**src/rtl/wb_cmd_master_pkg.sv**
```systemverilog
// Shared definitions for the Wishbone command master and its benches.
package wb_cmd_master_pkg;

  // FSM state encoding
  typedef enum logic [1:0] {
    IDLE = 2'd0,
    BUS  = 2'd1,
    RESP = 2'd2
  } wbm_state_t;

  // Width of the ack timeout counter
  localparam int unsigned TIMER_W = 16;

  // Bus and command widths
  localparam int unsigned ADR_W = 32;
  localparam int unsigned DAT_W = 32;
  localparam int unsigned SEL_W = 4;

  // Peripheral register map used by the IO block and by benches
  localparam logic [ADR_W-1:0] LED_ADR = 32'h0000_0000;
  localparam logic [ADR_W-1:0] SW_ADR  = 32'h0000_0004;

endpackage

```
**src/rtl/wb_cmd_master.sv**
```systemverilog
// Wishbone classic single-transfer master: one command in, one bus cycle out,
// one response (read data or timeout error) back.
module wb_cmd_master
  import wb_cmd_master_pkg::*;
#(
  parameter int unsigned TIMEOUT = 255
) (
  input  logic             clk,
  input  logic             reset,
  // command port
  input  logic             cmd_valid,
  output logic             cmd_ready,
  input  logic             cmd_we,
  input  logic [ADR_W-1:0] cmd_adr,
  input  logic [SEL_W-1:0] cmd_sel,
  input  logic [DAT_W-1:0] cmd_dat,
  // response port
  output logic             rsp_valid,
  input  logic             rsp_ready,
  output logic [DAT_W-1:0] rsp_dat,
  output logic             rsp_err,
  output logic             busy,
  // Wishbone master side
  output logic             wb_cyc_o,
  output logic             wb_stb_o,
  output logic             wb_we_o,
  output logic [ADR_W-1:0] wb_adr_o,
  output logic [SEL_W-1:0] wb_sel_o,
  output logic [DAT_W-1:0] wb_dat_o,
  input  logic [DAT_W-1:0] wb_dat_i,
  input  logic             wb_ack_i
);

  // Last timer value before the transfer is abandoned
  localparam logic [TIMER_W-1:0] TIMER_LAST = TIMER_W'(TIMEOUT - 1);

  wbm_state_t         state;
  logic [TIMER_W-1:0] timer;

  // Handshake flags decoded straight from the state
  assign cmd_ready = (state == IDLE);
  assign busy      = (state != IDLE);

  // Transfer FSM with registered bus and response outputs
  always_ff @(posedge clk) begin
    if (reset) begin
      state     <= IDLE;
      timer     <= '0;
      wb_cyc_o  <= 1'b0;
      wb_stb_o  <= 1'b0;
      wb_we_o   <= 1'b0;
      wb_adr_o  <= '0;
      wb_sel_o  <= '0;
      wb_dat_o  <= '0;
      rsp_valid <= 1'b0;
      rsp_dat   <= '0;
      rsp_err   <= 1'b0;
    end else begin
      case (state)
        IDLE: begin
          if (cmd_valid) begin
            wb_we_o  <= cmd_we;
            wb_adr_o <= cmd_adr;
            wb_sel_o <= cmd_sel;
            wb_dat_o <= cmd_dat;
            wb_cyc_o <= 1'b1;
            wb_stb_o <= 1'b1;
            timer    <= '0;
            state    <= BUS;
          end
        end
        BUS: begin
          // ack has priority over a timeout on the same edge
          if (wb_ack_i) begin
            rsp_dat   <= wb_we_o ? '0 : wb_dat_i;
            rsp_err   <= 1'b0;
            rsp_valid <= 1'b1;
            wb_cyc_o  <= 1'b0;
            wb_stb_o  <= 1'b0;
            state     <= RESP;
          end else if (timer == TIMER_LAST) begin
            rsp_dat   <= '0;
            rsp_err   <= 1'b1;
            rsp_valid <= 1'b1;
            wb_cyc_o  <= 1'b0;
            wb_stb_o  <= 1'b0;
            state     <= RESP;
          end else begin
            timer <= timer + TIMER_W'(1);
          end
        end
        RESP: begin
          if (rsp_ready) begin
            rsp_valid <= 1'b0;
            state     <= IDLE;
          end
        end
        default: begin
          wb_cyc_o  <= 1'b0;
          wb_stb_o  <= 1'b0;
          rsp_valid <= 1'b0;
          state     <= IDLE;
        end
      endcase
    end
  end

endmodule

```
**config.mk**
```make
export PLATFORM = sky130hd
export DESIGN_NAME = wb_cmd_master
export DESIGN_NICKNAME = d
export VERILOG_FILES = /design/src/rtl/wb_cmd_master_pkg.sv /design/src/rtl/wb_cmd_master.sv
export SDC_FILE = /design/constraint.sdc
export NUM_CORES = 1
export LEC_CHECK = 0
export BUFFER_PORTS_ARGS = -buffer_cell sky130_fd_sc_hd__buf_2
export CAP_MARGIN = 20
export CORE_UTILIZATION = 40
export DETAILED_ROUTE_END_ITERATION = 10
export PLACE_DENSITY = 0.69
export SYNTH_ARGS = -nofsm -noshare
export SYNTH_HDL_FRONTEND = slang
export SYNTH_SLANG_ARGS = --single-unit
```
**constraint.sdc**
```tcl
create_clock -name clk -period 2.01 [get_ports clk]
set_input_delay 0.402 -clock clk [delete_from_list [all_inputs] [get_ports clk]]
set_output_delay 0.402 -clock clk [all_outputs]
set_load 0.02 [all_outputs]
```
==> run_results.csv <==
group,metric,value,unit
outcome,run_status,"finished clean",
setup_path,worstPathRequired,2.45,ns
logic_synthesis,synth_flop_cell,"dfxtp_1",
logic_synthesis,synth_area,0.00448,mm²
clock_network,clk_latency,0.51,ns
drt,routed_via_density,5.15,
cells_and_area,antenna_cells,0,
global_routing,busiest_layer,"met2",
timing,tightest_slew,0.602,ns
floorplan,die_area,0.0116,mm²
clock_network,cts.sinks,122,
setup_path,critical_path_class,"register to register",
timing,fmaxAchievable,527,MHz
timing,slew_violations,0,
clock_network,hold_buffers,0,
timing,rsz0062_at_grt,"false",
place,io_buffer_count,212,
power_and_ir_drop,leakagePower,0.00290,µW
floorplan,core_region_area,0.0109,mm²
cells_and_area,syn_to_final_growth,39.5,%
drt,via_count,4457,
setup_path,start_kind,"register",
cells_and_area,multi_input_area,0.00187,mm²
clock_network,h-tree-depth,4,
timing,skew,0.00898,ns
floorplan,die_w,108,µm
floorplan,rows,38,
clock_network,clockBufferDepth,2,
timing,slew_headroom,0.599,
clock_network,post_cts_resize_count,0,
logic_synthesis,synth_top_area_cell,"dfxtp_1",
power_and_ir_drop,p_per_area,1020,mW/mm²
timing,hold_violations,0,
global_routing,grt_pass1_wl,19400,µm
power_and_ir_drop,power.share.switching,0.257,
logic_synthesis,ys_top_cells_by_area,"dfxtp_1, nand2_1, a21oi_1, a22o_1, clkbuf_1",
global_routing,grt_max_degree,62,
global_routing,grt_util_met3,0.0878,
global_routing,grt_util_met2,0.336,
worst_hold_path,hp-start,"wb_dat_i[25]",
drt,finalWirelength,12300,µm
power_and_ir_drop,p_sw,1640,µW
clock_network,cts_buffers,17,
global_routing,grt_pass1_vias,4157,
power_and_ir_drop,combPwrFrac,0.113,
worst_hold_path,hold_class,"input pin to register",
setup_path,critPathArrivalTime,2.34,ns
timing,setup_violations,0,
place,hpwl,8420,µm
flow_run,cap_viol_max_count,0,
floorplan,start_util,0.412,
floorplan,ioPinCount,213,
drt,drt_iter0_drc,292,
cells_and_area,final_nets,822,
logic_synthesis,synthDistinctLibCells,48,
cells_and_area,drive_gt1_frac,0.365,
global_routing,overflow,0,
power_and_ir_drop,internal_power,4730,µW
power_and_ir_drop,vdd.ir_drop.worst,0.000555,V
drt,detail_route.wl_per_cell,14.2,µm
floorplan,die_h,108,µm
place,place_congestion,0.921,
clock_network,post-cts-setup-buffers,0,
logic_synthesis,syn_nets,619,
clock_network,clk_pin_slew,0.06,ns
setup_path,startpoint,"state[0]$_SDFFE_PP0P_",
logic_synthesis,ys_async_sr_fraction,0,
setup_path,rr_startpoint,"state[0]$_SDFFE_PP0P_",
cells_and_area,final_cell_mix,"buf_2, nand2_1, dfxtp_1, a21oi_1, a22o_1",
global_routing,grtUsageTotal,0.214,
global_routing,met1_usage,0.249,
logic_synthesis,yosysSeqAreaShare,0.545,
setup_path,crit_fanout,9,
power_and_ir_drop,p_seq_frac,0.409,
logic_synthesis,synthCells,511,
power_and_ir_drop,p_clk_frac,0.478,
cells_and_area,register_area,0.00244,mm²
drt,first_pass_iters,5,
cells_and_area,layout_commonest_cell,"buf_2",
logic_synthesis,synth_edf_count,0,
cells_and_area,fill_cells,995,
clock_network,cts_tree,"done",
global_routing,antenna_found_initial,0,
clock_network,cts-root-buf,"clkbuf_8",
timing,layout_min_cycle_time,1.90,ns
logic_synthesis,avgSynthCellArea,8.77,µm²
timing,finalCritPeriodShare,0.943,
drt,drc,0,
power_and_ir_drop,power,6370,µW
logic_synthesis,yosysTopAreaCellShare,0.545,
logic_synthesis,ys_seq_elements,122,
setup_path,end_kind,"register",
drt,ant_nets,0,
timing,fin_setup_tns,0,ns
logic_synthesis,yosysWarnings,0,
[registers in the layout, indices dropped and copies added (netlist names)]
register   count
rsp_dat       32
rsp_err        1
state          2
wb_we_o        1
timer         16
wb_adr_o      32
wb_dat_o      32
wb_stb_o       1
wb_sel_o       4
rsp_valid      1
[cell usage after synthesis (2+ instances only)]
cell type	n
nand2_1	149
dfxtp_1	122
a21oi_1	79
a22o_1	32
clkbuf_1	23
nor2_1	17
nand3_1	7
nor3_1	6
buf_2	5
a31oi_1	4
and3_1	4
buf_6	4
nand4_1	4
o21ai_1	4
buf_1	3
inv_1	3
nand2b_1	3
or3_1	3
a211oi_1	2
ha_1	2
mux2_2	2
nor3b_2	2
nor4_1	2
nor4_2	2
o21ai_0	2
o41ai_1	2
xnor2_1	2
[power by group through the flow]
| stage | clock network [µW] | logic (µW) | registers (µW) |
|---|---|---|---|
| floorplan | 0 | 282 | 2790 |
| global placement | 0 | 708 | 2650 |
| detailed placement | 0 | 720 | 2650 |
| CTS | 3110 | 720 | 2610 |
| global route | 3240 | 787 | 2620 |
| finish | 3050 | 717 | 2610 |
[critical path: stages, from the launching register on]
cell and delay (ns):
dfxtp_1 0.50, nor3b_2 0.40, nand2_1 0.20, nor4_1 0.28, mux2_2 0.37, nor2_1 0.08
[final cells by class]
| class | instances | share of cell area |
|---|---|---|
| clock buffer | 18 | 0.0684 |
| clock inverter | 13 | 0.0270 |
| inverter | 3 | 0.00180 |
| multi-input combinational | 350 | 0.299 |
| sequential | 122 | 0.391 |
| tap | 140 | 0.0280 |
| timing repair buffer | 220 | 0.185 |
[worst paths after layout]
| path | to | slack (ns) | cells past startpoint |
|---|---|---|---|
| hold / removal | rsp_dat[25]$_SDFFE_PP0P_ | 0.11 | 2 |
| setup / recovery | timer[12]$_SDFFE_PP0P_ | 0.11 | 5 |
| setup reg to reg | timer[12]$_SDFFE_PP0P_ | 0.11 | 5 |
| hold reg to reg | wb_dat_o[9]$_SDFFE_PP0P_ | 0.45 | 2 |
[cell families after synthesis]
kind of cell | Yosys count | share of synthesized area
AOI/OAI and AO/OA | 130 | 0.180
and+or+nand+nor | 212 | 0.215
adders and majority gates | 2 | 0.00558
muxes | 3 | 0.00726
DFF | 122 | 0.545
xor gates and xnor gates | 3 | 0.00586
buffers and inverters | 39 | 0.0416
[routing by layer]
metal  up-vias  share of wire  routed length [µm]
met5         -              0                   0
met1      2009           0.41                5040
met2       250           0.45                5560
met4         0          0.023                 278
li1       2173              -                   -
met3        25           0.11                1400
[through the flow]
stage          cells  setup slack (ns)  instance area [µm²]  utilization  hold slack (ns)
2_1_floorplan    511             0.294                 4480            -            0.466
3_3_place_gp     835             0.227                 5660        0.519            0.438
3_5_place_dp     835             0.176                 5660        0.519            0.447
4_1_cts          866             0.148                 6250        0.574           0.0765
5_1_grt          866            0.0131                 6250        0.574           0.0774
6_report         866             0.114                 6250        0.574            0.105
No activity file was read; power rests on OpenSTA's default activity.
